<file path="config.mk">
export PLATFORM = sky130hd
export DESIGN_NAME = hazard_stall_unit
export DESIGN_NICKNAME = d
export VERILOG_FILES = /design/src/rtl/hazard_pkg.sv /design/src/rtl/hazard_stall_unit_md_watchdog.sv /design/src/rtl/hazard_stall_unit.sv
export SDC_FILE = /design/constraint.sdc
export NUM_CORES = 1
export LEC_CHECK = 0
export BUFFER_PORTS_ARGS = -buffer_cell sky130_fd_sc_hd__buf_2
export CAP_MARGIN = 20
export CORE_ASPECT_RATIO = 1.5
export CORE_UTILIZATION = 36
export CTS_CLUSTER_SIZE = 14
export DETAILED_ROUTE_END_ITERATION = 7
export PLACE_DENSITY_LB_ADDON = 0.15
export SETUP_SLACK_MARGIN = 0.05
export SYNTH_ARGS = -nofsm -noshare
export SYNTH_HDL_FRONTEND = slang
export SYNTH_SLANG_ARGS = --single-unit
</file>
<file path="constraint.sdc">
create_clock -name clk -period 2.3 [get_ports clk]
set_input_delay 0.46 -clock clk [delete_from_list [all_inputs] [get_ports clk]]
set_output_delay 0.46 -clock clk [all_outputs]
set_load 0.03 [all_outputs]
</file>
<file path="src/rtl/hazard_pkg.sv">
// Shared definitions for the hazard/stall controller and the forwarding unit:
// FSM states, the load writeback select code and the bubble NOP encoding.
package hazard_pkg;

  typedef enum logic {
    IDLE    = 1'b0,
    MD_WAIT = 1'b1
  } state_t;

  localparam logic [1:0]  SEL_DATA_LOAD = 2'd3;
  localparam logic [31:0] NOP_INSN      = 32'h0000_0013;  // addi x0, x0, 0

  function automatic logic early_match(input logic [4:0] rs,
                                       input logic       uses_early,
                                       input logic [4:0] rd);
    return uses_early && (rs == rd);
  endfunction

endpackage

</file>
<file path="src/rtl/hazard_stall_unit_md_watchdog.sv">
// Mul/div watchdog: clearable up-counter that saturates at MD_TIMEOUT-1 and
// flags the terminal count.
module md_watchdog #(
  parameter int MD_TIMEOUT = 64
) (
  input  logic clk,
  input  logic rst,
  input  logic clear,
  input  logic inc,
  output logic terminal
);

  localparam int W = (MD_TIMEOUT > 2) ? $clog2(MD_TIMEOUT) : 1;
  localparam logic [W-1:0] TC = W'(MD_TIMEOUT - 1);

  logic [W-1:0] count;

  assign terminal = (count == TC);

  always_ff @(posedge clk) begin
    if (rst || clear) begin
      count <= '0;
    end else if (inc && !terminal) begin
      count <= count + W'(1);
    end
  end

endmodule

</file>
<file path="src/rtl/hazard_stall_unit.sv">
// Pipeline interlock: load-to-ID-operand stalls, mul/div occupancy of EXE and
// redirect flushes. Performance counters exist only with HAZARD_PERF_CNT_EN.
module hazard_stall_unit
  import hazard_pkg::*;
#(
  parameter int MD_TIMEOUT = 64,
  parameter int CNT_W      = 32
) (
  input  logic             clk,
  input  logic             rst,
  input  logic             id_valid,
  input  logic [4:0]       id_rsA,
  input  logic [4:0]       id_rsB,
  input  logic             id_uses_rsA_early,
  input  logic             id_uses_rsB_early,
  input  logic             id_redirect,
  input  logic             exe_valid,
  input  logic [4:0]       exe_rd,
  input  logic             exe_wr_en,
  input  logic [1:0]       exe_sel_data,
  input  logic             exe_is_muldiv,
  input  logic             muldiv_done,
  output logic             pc_stall,
  output logic             ifid_stall,
  output logic             idexe_stall,
  output logic             idexe_bubble,
  output logic             exemem_bubble,
  output logic             ifid_flush,
  output logic             muldiv_start,
  output logic             md_timeout,
  output logic [CNT_W-1:0] stall_cycles,
  output logic [CNT_W-1:0] flush_count,
  output state_t           fsm_state
);

  // Mul/div handshake: muldiv_start is a one-cycle request issued on entry to
  // MD_WAIT; muldiv_done is a one-cycle completion pulse, honoured only in
  // MD_WAIT, or already high in IDLE meaning the result needs no wait.
  state_t state, state_next;
  logic   wd_clear, wd_inc, wd_tc, timeout_set;
  logic   load_hazard, any_stall;

  assign fsm_state = state;

  assign load_hazard = id_valid && exe_valid && exe_wr_en &&
                       (exe_sel_data == SEL_DATA_LOAD) && (exe_rd != 5'd0) &&
                       (early_match(id_rsA, id_uses_rsA_early, exe_rd) ||
                        early_match(id_rsB, id_uses_rsB_early, exe_rd));

  always_ff @(posedge clk) begin
    if (rst) begin
      state <= IDLE;
    end else begin
      state <= state_next;
    end
  end

  always_ff @(posedge clk) begin
    if (rst) begin
      md_timeout <= 1'b0;
    end else if (timeout_set) begin
      md_timeout <= 1'b1;
    end
  end

  always_comb begin
    state_next    = state;
    pc_stall      = 1'b0;
    ifid_stall    = 1'b0;
    idexe_stall   = 1'b0;
    idexe_bubble  = 1'b0;
    exemem_bubble = 1'b0;
    muldiv_start  = 1'b0;
    wd_clear      = 1'b0;
    wd_inc        = 1'b0;
    timeout_set   = 1'b0;
    case (state)
      IDLE: begin
        if (exe_valid && exe_is_muldiv && !muldiv_done) begin
          muldiv_start  = 1'b1;
          pc_stall      = 1'b1;
          ifid_stall    = 1'b1;
          idexe_stall   = 1'b1;
          exemem_bubble = 1'b1;
          wd_clear      = 1'b1;
          state_next    = MD_WAIT;
        end else if (load_hazard) begin
          // One bubble suffices: next cycle the load sits in MEM and forwards.
          pc_stall     = 1'b1;
          ifid_stall   = 1'b1;
          idexe_bubble = 1'b1;
        end
      end
      MD_WAIT: begin
        wd_inc = 1'b1;
        if (muldiv_done) begin
          state_next = IDLE;
        end else if (wd_tc) begin
          timeout_set = 1'b1;
          state_next  = IDLE;
        end else begin
          pc_stall      = 1'b1;
          ifid_stall    = 1'b1;
          idexe_stall   = 1'b1;
          exemem_bubble = 1'b1;
        end
      end
      default: state_next = IDLE;
    endcase
  end

  // A held ID instruction re-issues its redirect once the stall lifts.
  assign any_stall  = pc_stall || ifid_stall || idexe_stall ||
                      idexe_bubble || exemem_bubble;
  assign ifid_flush = id_redirect && id_valid && !any_stall;

  md_watchdog #(
    .MD_TIMEOUT(MD_TIMEOUT)
  ) u_md_watchdog (
    .clk     (clk),
    .rst     (rst),
    .clear   (wd_clear),
    .inc     (wd_inc),
    .terminal(wd_tc)
  );

`ifdef HAZARD_PERF_CNT_EN
  always_ff @(posedge clk) begin
    if (rst) begin
      stall_cycles <= '0;
      flush_count  <= '0;
    end else begin
      if (pc_stall) begin
        stall_cycles <= stall_cycles + CNT_W'(1);
      end
      if (ifid_flush) begin
        flush_count <= flush_count + CNT_W'(1);
      end
    end
  end
`else
  assign stall_cycles = '0;
  assign flush_count  = '0;
`endif

endmodule
</file>
# Yosys cells after proc, flatten, opt, wreduce, memory -nomap -nowiden

Cells that the tools add are included.

Register bits after elaboration: 8
Input port bits: 27
Logic and storage cells: 44
Output and inout port bits: 73

Reduce and logical (&&, ||, !) cells: 21
Bitwise logic cells: 1
Equality and inequality tests: 4
Add/subtract/negate cells: 1
Multiplexer cells: 14

Operators with widths:

| kind                                                           | count |
|---|---|
| 1-bit logical AND                                              | 12 |
| 1-bit 2-to-1 mux                                               | 12 |
| 5-bit equality test                                            | 2 |
| 6-bit by 1-bit adder with 6-bit output (second input constant) | 1 |
| 6-bit equality test (second input constant)                    | 1 |
| 1-bit logical OR                                               | 5 |
| 5-bit nonzero test                                             | 1 |
| 1-bit case mux with 2 select lines                             | 2 |
| 1-bit logical NOT                                              | 3 |
| 2-bit equality test (second input constant)                    | 1 |
| 1-bit inverter                                                 | 1 |

# Longest topological paths before layout

Depth in word-level cells: 13
Depth in mapped cells: 6
Gate-level depth less buffers: 6

# By module

Synthesis repeated with hierarchy kept, for this count alone.

Cell total of the unflattened synthesis: 134
Area, all modules: 1074.8 um^2

Modules (own cells, without submodules):

| module            | area each (um^2) | cells each | instances |
|---|---|---|---|
| hazard_stall_unit | 775.7            | 102        | 1 |
| md_watchdog       | 299.0            | 32         | 1 |

# Least setup slack after synthesis

OpenSTA, ideal clock, no wires.

Path kind: input to output
From: in exe_is_muldiv
To: out pc_stall
Path buffers: 1
Arrival: 2.275 ns
Data required time: 1.840 ns
Path slack: -0.435 ns
Stages on the path: 4
Path through: nor4bb_1 -> a31oi_1 -> nand2_1 -> buf_4

Word-level cells in the longest chain between the ends: 4

RTL lines:

| item                               | RTL line                | source |
|---|---|---|
| from (decl)                        | hazard_stall_unit.sv:21 | `input logic exe_is_muldiv,` |
| 1-bit logical AND (2 in a row)     | hazard_stall_unit.sv:79 | `if (exe_valid && exe_is_muldiv && !muldiv_done) begin` |
| 1-bit 2-to-1 mux                   | n/a                     |  |
| 1-bit case mux with 2 select lines | n/a                     |  |
| to (decl)                          | hazard_stall_unit.sv:23 | `output logic pc_stall,` |

No other way between the ends.

# Worst setup path after layout

From: in id_rsA[0]
To: out idexe_bubble

Word-level cells in the longest chain between the ends: 7

RTL lines:

| item                | RTL line                | source |
|---|---|---|
| from (decl)         | hazard_stall_unit.sv:12 | `input logic [4:0] id_rsA,` |
| 5-bit equality test | hazard_pkg.sv:16        | `return uses_early && (rs == rd);` |
| 1-bit logical AND   | hazard_pkg.sv:16        |  |
| 1-bit logical OR    | hazard_stall_unit.sv:47 | `(early_match(id_rsA, id_uses_rsA_early, exe_rd) \|\|` |
| 1-bit logical AND   | hazard_stall_unit.sv:46 | `(exe_sel_data == SEL_DATA_LOAD) && (exe_rd != 5'd0) &&` |
| 1-bit 2-to-1 mux    | hazard_stall_unit.sv:87 | `end else if (load_hazard) begin` |
| 1-bit 2-to-1 mux    | hazard_stall_unit.sv:79 |  |
| 1-bit 2-to-1 mux    | hazard_stall_unit.sv:77 | `case (state)` |
| to (decl)           | hazard_stall_unit.sv:26 | `output logic idexe_bubble,` |

No other way between the ends.

==> results by group <==
Run status
  • Status: complete, no violations

Min path
  • Hold path startpoint: rst
  • Worst hold path depth: 2
  • Hold path endpoint: fsm_state$_SDFF_PP0_
  • Worst hold path class: in -> reg

STA
  • Max Clock Skew: around 0.33 ps
  • FMAX: 454 MHz
  • Fin. max-slew vios: 0
  • Post-route setup TNS: 0 ps
  • Tcrit/Tclk final: 95.7%
  • Final min period: 2200 ps
  • Final Hold Violating Endpoints: 0
  • Worst hold margin: 418 ps
  • RSZ-0062 raised after global routing: yes
  • Final setup viols: 0

Route
  • DRT iter0 DRCs: 10
  • Pre-Repair DR Iteration Count: 4
  • Via count: 779
  • Routed vias/inst: 3.82
  • Total Wirelength: 1870 um
  • Antenna Violating Nets Remaining: 0
  • Routed len/inst: 9.17 um
  • Residual DRC count: 0

Run
  • Max-Cap Viols: 0

Die
  • Die Span X: 45.6 um
  • Starting Density: 38.3%
  • Core Box Area: 2680 um^2
  • Die ar.: between 3000 and 4000 um^2
  • Die height: 67.3 um
  • IO Pins: 100
  • Cell Rows: 23

Global route
  • Initial antenna violation count: 0
  • Gr usage total: a little over a tenth
  • First-pass GRT wire length: 2360 um
  • Largest net degree at the start of global routing: 13
  • Met1 Use GR: 9.03%
  • Gr ovfl total: 0
  • M2 GR Usage: 20.9%
  • Met3 GRT Util: ~2.4%
  • Global routing's busiest layer: met2
  • Vias in the first global route: 633

Synth
  • Flops & latches, synth: 8
  • Syn avg cell area: 7.82 um^2
  • Area leader, netlist: buf_4
  • Xor-xnor portion of the synthesized cell area: 12.0%
  • Post-synth EDFFs: 0
  • Ys async rst share: 0%
  • Synth top area share: 48.4%
  • Simple-gate share of the synthesized area: 17.9%
  • Sequential-to-total area share from yosys stat: between 10% and 20%
  • Most frequent cell after synthesis: buf_4
  • Synthesized area: 1020 um^2
  • Synth Warn #: 0
  • Largest family of logic cells by synthesized area: buffers and inverters
  • Synth cell count leaders: buf_4, xor2_1, dfxtp_1, nor2_1, nand3_1
  • Post-synth top flop: dfxtp_1
  • Dominant cells by area after synthesis: buf_4, dfxtp_1, xor2_1, nand3_1, nor2_1
  • Complex-gate fraction of the synthesized area: 3.05%
  • Gate count of the mapped netlist: 131
  • Post-synthesis mux area share: 0%
  • Synth cell types: 26
  • Adder-Cell Fraction of Synth Area: under 10%

Clock tree
  • CTS tree: built
  • # H-tree levels: 1
  • Num CTS Buffers: 3
  • Root Driver: clkbuf_8
  • Clock sinks: 8
  • Reg clk slew, reported paths: approximately 40 ps
  • Max clock buf depth: 2
  • Clk_lat worst skew: roughly 230 ps
  • Hold_buf cts: 0

Final layout
  • Fin util: 43.0%
  • Layout area overhead: 12.2%
  • Number of antenna diodes: 0
  • Share of post-route cells with drive strength above 1: around 30%
  • Final nets: 197

Critical path
  • Crit path max fanout: 3
  • R2r setup slk: 840 ps
  • Worst setup SP type: input port
  • Data required time of the worst path: 1840 ps
  • Crit path DAT: 1740 ps
  • Reg2reg start: u_md_watchdog.count[0]$_SDFFE_PP0P_
  • Worst setup EP type: output pin
  • Worst r2r dst: u_md_watchdog.count[2]$_SDFFE_PP0P_
  • R2r worst-path depth: 6
  • Kind of critical path: in -> out

Power and ir drop
  • IR drop worst, VDD: 0.241 mV
  • P_leak: 0.622 nW
  • Power per cell area: 475 nW/um^2
  • Tot Pwr: 546 uW

Placement
  • Dpl hpwl: approximately 1500 um
  • Final GP Congestion: 0.729
  • IO Port Bufs: 35
==> critical path: stages <==
cell	delay [ps]
buf_6	100
xor2_2	170
nor4_2	270
nand3_1	90
a211o_1	340
a31oi_2	160
buf_6	150
==> how the worst max path moves through the flow <==
| stage | startpoint | end | slack (ps) | cells past startpoint |
|---|---|---|---|---|
| after floorplan | exe_rd[3] | pc_stall | 100 | 6 |
| after CTS | exe_rd[4] | idexe_bubble | 60 | 7 |
| after global routing | id_rsA[0] | idexe_bubble | 20 | 7 |
| final | id_rsA[0] | idexe_bubble | 100 | 7 |
| after global placement | exe_rd[3] | ifid_flush | -10 | 7 |
| after detailed placement | exe_rd[3] | ifid_flush | -20 | 7 |
==> flip-flops by register name, indices dropped and copies added, names as in the netlist <==
name / count
md_timeout: 1
fsm_state: 1
u_md_watchdog.count: 6
==> through the flow <==
| step | instance area (um^2) | instances | setup WS (ps) |
|---|---|---|---|
| global route | 1150 | 204 | 23.0 |
| CTS | 1090 | 203 | 57.3 |
| floorplan | 1280 | 194 | 96.8 |
| finish | 1150 | 204 | 99.3 |
| global placement | 1020 | 200 | -11.9 |
| detailed placement | 1020 | 200 | -17.3 |
==> placed cells by master (no fill, tap or decap), types with 2 or more instances in the layout <==
cell / n
clkbuf_8: 3
conb_1: 64
inv_1: 2
and4_1: 2
a21oi_1: 2
a31oi_2: 2
xor2_1: 10
buf_2: 26
xnor2_1: 2
dfxtp_1: 8
nand2_1: 3
buf_4: 3
and3_1: 2
nor2_1: 8
nand3_1: 6
buf_6: 9
xor2_2: 2
==> where the power goes <==
part | internal, mW | switching [mW] | total [mW]
clock network | 0.113 | 0.0539 | 0.167
registers | 0.141 | 0.00309 | 0.144
logic | 0.0489 | 0.186 | 0.234
==> layout make-up <==
cell class / count / area, um^2
repair buffers: 38 / 254
flip-flops and latches: 8 / 160
fillers: 284 / 1530
inverters: 2 / 7.51
well taps: 37 / 46.3
clock buffers: 3 / 41.3
multi-input cells: 116 / 641
==> kinds of logic after synthesis <==
group                      count (synthesis)
xor gates and xnor gates                  14
and+or+nand+nor                           32
DFF                                        8
buffers and inverters                     70
other                                      1
AOI/OAI and AO/OA                          5
adders and majority gates                  1
==> routing by layer <==
metal  share of wire (%)  vias to the layer above
met5                   0                        -
met4                 1.2                        0
met3                  13                        3
met2                  55                       65
met1                  31                      345
li1                    -                      366
==> repair_timing <==
item / in CTS / in global routing
resized for setup: 10 / 9
setup endpoints to repair: 2 / 4
pin swaps: 6 / 6
gates cloned: 0 / 0
setup buffers: 0 / 1
Power figures use the tool's default switching activity.
